### src/rtl/booth_multiplier_seq_pkg.sv
// Shared definitions for the iterative radix-4 Booth multiplier.
// Contents:
//   state_t    - control FSM states (IDLE, CALC, DONE)
//   digit_t    - encodings of the recoded radix-4 digit {-2,-1,0,+1,+2}
//   calc_iter  - number of radix-4 steps needed for a given operand width
package booth_pkg;

    typedef enum logic [1:0] {
        IDLE = 2'd0,
        CALC = 2'd1,
        DONE = 2'd2
    } state_t;

    typedef enum logic [2:0] {
        D_ZERO = 3'd0,
        D_POS1 = 3'd1,
        D_POS2 = 3'd2,
        D_NEG1 = 3'd3,
        D_NEG2 = 3'd4
    } digit_t;

    // One step per operand bit pair, plus one extra step so that the two
    // extension bits of the zero-extended unsigned operand are consumed too.
    function automatic int calc_iter(input int width);
        return (width / 32'sd2) + 32'sd1;
    endfunction

endpackage

### src/rtl/booth_multiplier_seq_if.sv
// Handshake bundle between the issue stage and the Booth multiplier.
// Ports (master = requester/consumer side, slave = multiplier side):
//   in_valid/in_ready       - operand handshake
//   multiplicand/multiplier - WIDTH-bit operands, is_signed selects mode
//   out_valid/out_ready     - result handshake
//   product                 - 2*WIDTH-bit result
//   busy                    - multiplier is working on or holding a result
interface booth_multiplier_seq_if #(
    parameter int WIDTH = 32
);
    logic                      in_valid;
    logic                      in_ready;
    logic [WIDTH-1:0]          multiplicand;
    logic [WIDTH-1:0]          multiplier;
    logic                      is_signed;
    logic                      out_valid;
    logic                      out_ready;
    logic [2*WIDTH-1:0]        product;
    logic                      busy;

    modport master (
        output in_valid, multiplicand, multiplier, is_signed, out_ready,
        input  in_ready, out_valid, product, busy
    );

    modport slave (
        input  in_valid, multiplicand, multiplier, is_signed, out_ready,
        output in_ready, out_valid, product, busy
    );

endinterface

### src/rtl/booth_multiplier_seq_recoder.sv
// Combinational radix-4 Booth recoder.
// Ports:
//   window - {q[i+1], q[i], q[i-1]} bits of the multiplier shift register
//   m      - multiplicand already extended to WIDTH+2 bits
//   pp     - partial product d*M, d in {-2,-1,0,+1,+2}, WIDTH+2 bits
module booth_r4_recoder
    import booth_pkg::*;
#(
    parameter int WIDTH = 32
) (
    input  logic [2:0]       window,
    input  logic [WIDTH+1:0] m,
    output logic [WIDTH+1:0] pp
);

    localparam logic [WIDTH+1:0] PP_ONE  = {{(WIDTH+1){1'b0}}, 1'b1};
    localparam logic [WIDTH+1:0] PP_ZERO = {(WIDTH+2){1'b0}};

    digit_t           digit;
    logic [WIDTH+1:0] m_x2;

    // M carries two copies of its sign bit, so dropping the top one when
    // doubling loses no information.
    assign m_x2 = {m[WIDTH:0], 1'b0};

    // Map the 3-bit overlapping window to its Booth digit.
    always_comb begin
        digit = D_ZERO;
        case (window)
            3'b000:  digit = D_ZERO;
            3'b001:  digit = D_POS1;
            3'b010:  digit = D_POS1;
            3'b011:  digit = D_POS2;
            3'b100:  digit = D_NEG2;
            3'b101:  digit = D_NEG1;
            3'b110:  digit = D_NEG1;
            3'b111:  digit = D_ZERO;
            default: digit = D_ZERO;
        endcase
    end

    // Select the partial product for the digit; negation is two's complement.
    always_comb begin
        pp = PP_ZERO;
        case (digit)
            D_ZERO:  pp = PP_ZERO;
            D_POS1:  pp = m;
            D_POS2:  pp = m_x2;
            D_NEG1:  pp = ~m + PP_ONE;
            D_NEG2:  pp = ~m_x2 + PP_ONE;
            default: pp = PP_ZERO;
        endcase
    end

endmodule

### src/rtl/booth_multiplier_seq.sv
// Iterative radix-4 Booth multiplier, one recoded digit per clock.
// Ports:
//   clk   - single rising-edge clock
//   rst_n - synchronous active-low reset; aborts any transaction in flight
//   bus   - slave side of booth_multiplier_seq_if (operand/result handshakes)
// Flow: IDLE accepts operands, CALC runs ITER Booth steps, DONE presents the
// product until the consumer takes it. The product register keeps its last
// value through IDLE; consumers qualify it with out_valid.
module booth_multiplier_seq
    import booth_pkg::*;
#(
    parameter int WIDTH        = 32,
    parameter int RESULT_WIDTH = 32'sd2 * WIDTH,
    parameter int ITER         = calc_iter(WIDTH)
) (
    input  logic                 clk,
    input  logic                 rst_n,
    booth_multiplier_seq_if.slave bus
);

    localparam int EXT_W = WIDTH + 32'sd2;
    localparam int CNT_W = $clog2(ITER);
    localparam logic [CNT_W-1:0] CNT_LAST = CNT_W'(ITER - 32'sd1);
    localparam logic [CNT_W-1:0] CNT_ONE  = CNT_W'(32'sd1);

    generate
        if (((WIDTH % 32'sd2) != 32'sd0) || (WIDTH < 32'sd4)) begin : g_bad_width
            $error("booth_multiplier_seq: WIDTH must be even and >= 4");
        end
        if (RESULT_WIDTH != (32'sd2 * WIDTH)) begin : g_bad_result_width
            $error("booth_multiplier_seq: RESULT_WIDTH must equal 2*WIDTH");
        end
    endgenerate

    state_t                  state_q, state_d;
    logic [CNT_W-1:0]        cnt_q, cnt_d;
    logic [EXT_W-1:0]        m_q, m_d;
    logic [EXT_W:0]          q_q, q_d;      // {Q, q[-1]}
    logic [EXT_W-1:0]        acc_q, acc_d;
    logic [RESULT_WIDTH-1:0] product_q, product_d;
    logic                    in_ready_q, in_ready_d;
    logic                    out_valid_q, out_valid_d;
    logic                    busy_q, busy_d;

    logic [EXT_W-1:0]        pp;
    logic [EXT_W+1:0]        sum;
    logic [EXT_W-1:0]        acc_nx;
    logic [EXT_W:0]          q_nx;
    logic                    ext_a;
    logic                    ext_b;

    booth_r4_recoder #(
        .WIDTH (WIDTH)
    ) u_recoder (
        .window (q_q[2:0]),
        .m      (m_q),
        .pp     (pp)
    );

    // Sign bits used to extend the operands: zero in unsigned mode.
    assign ext_a = bus.is_signed & bus.multiplicand[WIDTH-1];
    assign ext_b = bus.is_signed & bus.multiplier[WIDTH-1];

    // One Booth step: add d*M to the accumulator, then arithmetic-shift
    // {acc, Q, q[-1]} right by two. The sum is formed two bits wider than the
    // accumulator so the transient before the shift cannot wrap; after the
    // shift the value is back in range of the accumulator.
    always_comb begin
        sum    = {{2{acc_q[EXT_W-1]}}, acc_q} + {{2{pp[EXT_W-1]}}, pp};
        acc_nx = sum[EXT_W+1:2];
        q_nx   = {sum[1:0], q_q[EXT_W:2]};
    end

    // Next-state and datapath control for IDLE / CALC / DONE.
    always_comb begin
        state_d   = state_q;
        cnt_d     = cnt_q;
        m_d       = m_q;
        q_d       = q_q;
        acc_d     = acc_q;
        product_d = product_q;
        case (state_q)
            IDLE: begin
                if (bus.in_valid && in_ready_q) begin
                    m_d     = {{2{ext_a}}, bus.multiplicand};
                    q_d     = {{2{ext_b}}, bus.multiplier, 1'b0};
                    acc_d   = {EXT_W{1'b0}};
                    cnt_d   = {CNT_W{1'b0}};
                    state_d = CALC;
                end else begin
                    state_d = IDLE;
                end
            end
            CALC: begin
                acc_d = acc_nx;
                q_d   = q_nx;
                cnt_d = cnt_q + CNT_ONE;
                if (cnt_q == CNT_LAST) begin
                    // Low 2*WIDTH bits of the final {acc, Q}.
                    product_d = {acc_nx[WIDTH-3:0], q_nx[EXT_W:1]};
                    state_d   = DONE;
                end else begin
                    state_d = CALC;
                end
            end
            DONE: begin
                if (bus.out_ready) begin
                    state_d = IDLE;
                end else begin
                    state_d = DONE;
                end
            end
            default: begin
                state_d = IDLE;
            end
        endcase
        in_ready_d  = (state_d == IDLE);
        out_valid_d = (state_d == DONE);
        busy_d      = (state_d == CALC) || (state_d == DONE);
    end

    // State, datapath and registered handshake outputs.
    always_ff @(posedge clk) begin
        if (!rst_n) begin
            state_q     <= IDLE;
            cnt_q       <= {CNT_W{1'b0}};
            m_q         <= {EXT_W{1'b0}};
            q_q         <= {(EXT_W+1){1'b0}};
            acc_q       <= {EXT_W{1'b0}};
            product_q   <= {RESULT_WIDTH{1'b0}};
            in_ready_q  <= 1'b1;
            out_valid_q <= 1'b0;
            busy_q      <= 1'b0;
        end else begin
            state_q     <= state_d;
            cnt_q       <= cnt_d;
            m_q         <= m_d;
            q_q         <= q_d;
            acc_q       <= acc_d;
            product_q   <= product_d;
            in_ready_q  <= in_ready_d;
            out_valid_q <= out_valid_d;
            busy_q      <= busy_d;
        end
    end

    assign bus.in_ready  = in_ready_q;
    assign bus.out_valid = out_valid_q;
    assign bus.busy      = busy_q;
    assign bus.product   = product_q;

endmodule

### src/flat_wrapper.sv
// flat-port wrapper written by rule: the top's interface ports become plain ports
module booth_multiplier_seq_flat import booth_pkg::*;
#(
    parameter int WIDTH        = 32,
    parameter int RESULT_WIDTH = 32'sd2 * WIDTH,
    parameter int ITER         = calc_iter(WIDTH)
)
  (clk, rst_n, bus_in_valid, bus_multiplicand, bus_multiplier, bus_is_signed, bus_out_ready, bus_in_ready, bus_out_valid, bus_product, bus_busy);
  booth_multiplier_seq_if #(.WIDTH(WIDTH)) bus_i ();
  input  logic clk;
  input  logic rst_n;
  input wire logic [$bits(bus_i.in_valid)-1:0] bus_in_valid;
  input wire logic [$bits(bus_i.multiplicand)-1:0] bus_multiplicand;
  input wire logic [$bits(bus_i.multiplier)-1:0] bus_multiplier;
  input wire logic [$bits(bus_i.is_signed)-1:0] bus_is_signed;
  input wire logic [$bits(bus_i.out_ready)-1:0] bus_out_ready;
  output wire logic [$bits(bus_i.in_ready)-1:0] bus_in_ready;
  output wire logic [$bits(bus_i.out_valid)-1:0] bus_out_valid;
  output wire logic [$bits(bus_i.product)-1:0] bus_product;
  output wire logic [$bits(bus_i.busy)-1:0] bus_busy;
  assign bus_i.in_valid = bus_in_valid;
  assign bus_i.multiplicand = bus_multiplicand;
  assign bus_i.multiplier = bus_multiplier;
  assign bus_i.is_signed = bus_is_signed;
  assign bus_i.out_ready = bus_out_ready;
  assign bus_in_ready = bus_i.in_ready;
  assign bus_out_valid = bus_i.out_valid;
  assign bus_product = bus_i.product;
  assign bus_busy = bus_i.busy;
  booth_multiplier_seq #(.WIDTH(WIDTH), .RESULT_WIDTH(RESULT_WIDTH), .ITER(ITER)) u_core (.clk(clk), .rst_n(rst_n), .bus(bus_i));
endmodule
### config.mk
export PLATFORM = sky130hd
export DESIGN_NAME = booth_multiplier_seq_flat
export DESIGN_NICKNAME = d
export VERILOG_FILES = /design/src/rtl/booth_multiplier_seq_pkg.sv /design/src/rtl/booth_multiplier_seq_if.sv /design/src/rtl/booth_multiplier_seq_recoder.sv /design/src/rtl/booth_multiplier_seq.sv /design/src/flat_wrapper.sv
export SDC_FILE = /design/constraint.sdc
export NUM_CORES = 1
export LEC_CHECK = 0
export CAP_MARGIN = 20
export CORE_MARGIN = 4
export CORE_UTILIZATION = 35
export DETAILED_ROUTE_END_ITERATION = 10
export GPL_TIMING_DRIVEN = 0
export HOLD_SLACK_MARGIN = 0.03
export MAX_ROUTING_LAYER = met4
export PLACE_DENSITY_LB_ADDON = 0.08
export SLEW_MARGIN = 30
export SYNTH_ARGS = -nofsm -noshare
export SYNTH_HDL_FRONTEND = slang
export SYNTH_SLANG_ARGS = --single-unit
### constraint.sdc
create_clock -name clk -period 13.6 [get_ports clk]
set_input_delay 4.08 -clock clk [delete_from_list [all_inputs] [get_ports clk]]
set_output_delay 4.08 -clock clk [all_outputs]
set_load 0.02 [all_outputs]
Word level (Yosys, flattened, before mapping)
Memory sizes are Yosys's and may differ from the RTL's. A register that Yosys moved wholly into a read port is not among the register bits.
Index checks and enable logic that the tools add are counted.
{ "classes": {"n_reduce_logical": 8, "n_mux": 13, "bitwise": 4, "eq_ne": 10, "n_addsub": 4} }
{ "op_table": {"columns": ["op", "n"], "rows": [
  ["$pmux W34 S4", 1],
  ["$pmux W35 S2", 1],
  ["$add A34 B1 Y34 const B", 2],
  ["$not A34 Y34", 2],
  ["$pmux W34 S2", 1],
  ["$add A34 B34 Y35", 1],
  ["$mux W35", 1],
  ["$mux W34", 1],
  ["$pmux W5 S2", 1],
  ["$eq A3 B2 Y1 const B", 2],
  ["$mux W3", 2],
  ["$pmux W2 S3", 1],
  ["$reduce_and A2 Y1", 3],
  ["$add A5 B1 Y5 const B", 1],
  ["$eq A5 B5 Y1 const B", 1],
  ["$mux W5", 1],
  ["$eq A2 B1 Y1 const B", 2],
  ["$eq A2 B2 Y1 const B", 2],
  ["$logic_not A2 Y1", 2],
  ["$mux W2", 2],
  ["$eq A3 B1 Y1 const B", 1],
  ["$eq A3 B3 Y1 const B", 1],
  ["$and A1 B1 Y1", 2],
  ["$ne A2 B1 Y1 const B", 1],
  ["other kinds (4)", 4]
]} }
{ "word_totals": {"ff_bits": 176, "elab_cells": 49, "romBits": 24, "mem_count": 1} }
{ "mem_list": {"columns": ["memory", "depth", "word_bits", "read_ports", "rd_ports_with_merged_regs", "write_ports", "line", "rtl"], "rows": [
  ["(no name shown)", 8, 3, 1, 1, 0, "booth_multiplier_seq_recoder.sv:29", "case (window)"]
]} }

Logic depth before layout (Yosys ltp)
{ "depth": {"word_depth": 7, "depth_mapped": 19} }

By module
A second synthesis with hierarchy kept.
{ "hier_totals": {"hier_cells": 1337, "hier_area_um2": 10243.6} }
{ "modules_own_cells": {"columns": ["mod", "cells_each", "instances", "area_per_inst_um2"], "rows": [
  ["booth_multiplier_seq", 1048, 1, 8400.6],
  ["booth_r4_recoder", 289, 1, 1843.0]
]} }

Least setup slack after synthesis
Ideal clock, no wire load.
{ "synth_timing": {"path_kind": "input-to-reg", "startpoint": "input port bus_in_valid", "endpoint": "register, netlist name u_core.u_recoder.digit[1]", "slack_ns": 8.095, "path_buffers": 1, "cell_stages": 7, "required_ns": 13.479, "setup_ns": 0.121, "arrival_ns": 5.384, "path_cell_list": "nand2_1 > or3_1 > clkbuf_1 > o221ai_1 > nor2_1 > ha_1 > mux2_2"} }
{ "synth_via": {"elab_chain_len": 5} }
{ "synth_lines": {"columns": ["element", "line", "rtl"], "rows": [
  ["start: declaration", "flat_wrapper.sv:12", "input wire logic [$bits(bus_i.in_valid)-1:0] bus_in_valid;"],
  ["$logic_and A1 B1 Y1", "booth_multiplier_seq.sv:84", "if (bus.in_valid && in_ready_q) begin"],
  ["$ne A2 B1 Y1 (no source line)", null, null],
  ["$reduce_and A2 Y1 (no source line)", null, null],
  ["$mux W3 (no source line) (2 in a row)", null, null]
]} }
No other way between the ends.
A chain may end at the register's enable or synchronous reset.

Final worst setup path
{ "layout_timing": {"startpoint": "input port bus_in_valid", "endpoint": "register u_core.acc_q[31]"} }
{ "layout_via": {"elab_chain_len": 3} }
{ "layout_lines": {"columns": ["element", "line", "rtl"], "rows": [
  ["$logic_and A1 B1 Y1", "booth_multiplier_seq.sv:84", null],
  ["$ne A2 B1 Y1 (no source line)", null, null],
  ["$reduce_and A2 Y1 (no source line)", null, null],
  ["end signal: assignment", "booth_multiplier_seq.sv:129", "acc_q <= {EXT_W{1'b0}};"],
  ["end: declaration", "booth_multiplier_seq.sv:39", "logic [EXT_W-1:0] acc_q, acc_d;"]
]} }
No other way between the ends.

==> results.json <==
{
  "mappedNetlistArea_um2": 10200,
  "syn_area_per_cell_um2": 7.43,
  "io_pins": 136,
  "synth_top_area_share": 0.349,
  "peakVddDrop_mv": 0.0581,
  "clock_sinks": 178,
  "hold_buffers": 0,
  "route.detailed.drc": 0,
  "p_comb_frac": 0.247,
  "cp-end-kind": "flip-flop",
  "clk_latency_ns": 0.45,
  "worst_setup_path_start_kind": "input pin",
  "core-area_um2": 28700,
  "finalPower_mw": 1.44,
  "whs_ns": 0.456,
  "cts-root-buf": "clkbuf_16",
  "numCtsBuffers": 17,
  "whs_path_depth": 2,
  "grt_max_degree": 21,
  "ys_warn_count": 0,
  "hold_viol_final": 0,
  "cp.required_ns": 13.97,
  "ys_types": 70,
  "hpwl_um": 27300,
  "start_util": 0.356,
  "wire_per_inst_um": 18.8,
  "worstMarginPinSlew_ns": 0.960,
  "p_int_mw": 0.927,
  "grt_use_total": 0.230,
  "synth_cells": 1374,
  "htreeDepth": 4,
  "rows": 62,
  "cts_buffer_depth": 2,
  "seq_power_share": 0.396,
  "hold_path_class": "reg2reg",
  "grt_pass1_vias": 10007,
  "fp.dieArea_um2": 32000,
  "clkTransAtPathRegs_ns": 0.08,
  "die_h_um": 179,
  "ys_seq_area_frac": 0.349,
  "final_area_um2": 12700,
  "p_clk_frac": 0.356,
  "p_leak_nw": 4.54,
  "rsz0062_at_grt": "no",
  "fin_skew_ns": 0.0164,
  "gp_congestion": 0.913,
  "grt_pass1_wl_um": 56100,
  "drt_first_pass_iters": 5,
  "crit_fanout": 10,
  "synth.net_count": 1484,
  "ys_async_sr_fraction": 0,
  "synth_top_area_cell": "dfxtp_1",
  "final_cell_mix": "248 x nand2_1, 178 x dfxtp_1, 160 x a21oi_1",
  "grt_overflow_total": 0,
  "synth_flop_cell": "dfxtp_1",
  "post_cts_resized": 0,
  "critical_path_class": "in2reg",
  "regArea_um2": 3560,
  "power_switching_mw": 0.516,
  "fmax_ghz": 0.155,
  "port-buffer-count": 135,
  "fill_cells": 2985,
  "die_w_um": 179,
  "crit_arrival_ns": 6.84,
  "power_density_nw_per_um2": 114,
  "relSlewSlack": 0.343,
  "finalMaxSlewViolations": 0,
  "finalNetCount": 1639,
  "synth_edf_count": 0,
  "multiInputGateArea_um2": 6160,
  "fin_crit_sh": 0.475,
  "setup_viol": 0,
  "drt_iter0_markers": 967,
  "outcome": "completed",
  "post_route_cells_drive_above_1_share": 0.0402,
  "reg2reg_depth": 18,
  "setup_tns_ns": 0,
  "switching_share": 0.358,
  "timing.max_cap.violations": 0,
  "viasPerCell": 5.47,
  "cts_setup_buffers": 0,
  "fin_crit_ns": 6.47,
  "cts_tree": "built",
  "area_growth_pct": 24.2,
  "ys_ff_latch": 178,
  "ant_nets": 0,
  "synth.area.top_cells": "dfxtp_1 35%, nand2_1 9.1%, a21oi_1 7.8%",
  "vias": 10533,
  "drt_wl_total_um": 36200,
  "final_common_cell": "nand2_1",
  "grt_antenna_before_repair": 0,
  "insertedDiodeCount": 0,
  "place_area_um2": 12100
}
[power by group through the flow]
stage / logic, mW / clock network, mW / registers [mW]
finish: 0.357 / 0.514 / 0.572
global route: 0.393 / 0.542 / 0.576
CTS: 0.354 / 0.523 / 0.572
detailed placement: 0.352 / 0 / 0.584
global placement: 0.350 / 0 / 0.584
floorplan: 0.234 / 0 / 0.577
[worst paths after layout]
kind	from	end	slack, ns
worst max register to register	u_core.m_q[0]	u_core.acc_q[29]	7.78
worst max-delay path	bus_in_valid	u_core.acc_q[31]	7.13
worst min register to register	u_core.bus.product[57]	u_core.bus.product[57]	0.46
worst min-delay path	u_core.bus.product[57]	u_core.bus.product[57]	0.46
[worst max-delay path, cell delays in order]
cell and delay (ns):
clkdlybuf4s50_1 0.40, nand2_1 0.11, or3_1 0.12, clkbuf_1 0.28, nand2_1 0.22, nor2_1 0.70
clkbuf_1 0.62, a21oi_1 0.16, a21oi_1 0.14
[flip-flops by register name (all words and copies together) (netlist names), 2 cells and up]
name	count
u_core.u_recoder.digit	3
u_core.acc_q	33
u_core.m_q	33
u_core.q_q	35
u_core.cnt_q	5
u_core.bus.product	64
u_core.state_q	2
[cell families (layout without fill, tap and decap cells)]
group | Yosys count | after routing | share of synthesized area
DFF | 178 | 178 | 0.349
and+or+nand+nor | 554 | 554 | 0.245
adders and majority gates | 41 | 41 | 0.0510
xor gates and xnor gates | 50 | 50 | 0.0436
AOI/OAI and AO/OA | 421 | 421 | 0.256
buffers and inverters | 124 | 292 | 0.0490
muxes | 6 | 6 | 0.00613
[metrics by stage]
| stage | util | cells | setup WS (ns) |
|---|---|---|---|
| 2_1_floorplan | - | 1374 | 8.10 |
| 3_3_place_gp | 0.419 | 1893 | 6.67 |
| 3_5_place_dp | 0.420 | 1894 | 6.72 |
| 4_1_cts | 0.442 | 1926 | 7.12 |
| 5_1_grt | 0.442 | 1926 | 6.98 |
| 6_report | 0.442 | 1926 | 7.13 |
[synth_stat cells, types with 6 or more instances]
master / count
or4_1: 6
a22oi_1: 15
nor2b_1: 9
and2_1: 8
o21bai_1: 6
nand3_1: 42
o31ai_1: 16
buf_1: 6
or3_1: 10
a21o_1: 11
xor2_1: 30
a21oi_1: 160
nand2b_1: 14
o21ai_0: 90
clkbuf_1: 88
o21a_1: 17
xnor2_1: 19
o22ai_1: 13
or4_4: 6
dfxtp_1: 178
a211oi_1: 10
nor2_1: 134
nand4_1: 13
ha_1: 40
nor3_1: 25
o221ai_1: 37
o211ai_1: 8
inv_1: 23
and3_1: 12
nand2_1: 248
a31oi_1: 9
[area by class of cell]
type / instances / area share
buffer: 100 / 0.0324
clock buffer: 18 / 0.0346
clock inverter: 14 / 0.0142
inverter: 24 / 0.00710
multi-input combinational: 1072 / 0.486
sequential: 178 / 0.281
tap: 384 / 0.0379
timing repair buffer: 136 / 0.107
[layer usage]
| layer | routed length [µm] | track usage | part of all wire | vias to the layer above |
|---|---|---|---|---|
| met5 | 0 | - | 0 | - |
| met4 | 833 | 0.0665 | 0.023 | 0 |
| met3 | 1750 | 0.0308 | 0.048 | 35 |
| met2 | 16700 | 0.369 | 0.46 | 276 |
| met1 | 16900 | 0.306 | 0.47 | 5010 |
| li1 | - | - | - | 5212 |
No activity file was read; power rests on OpenSTA's default activity.
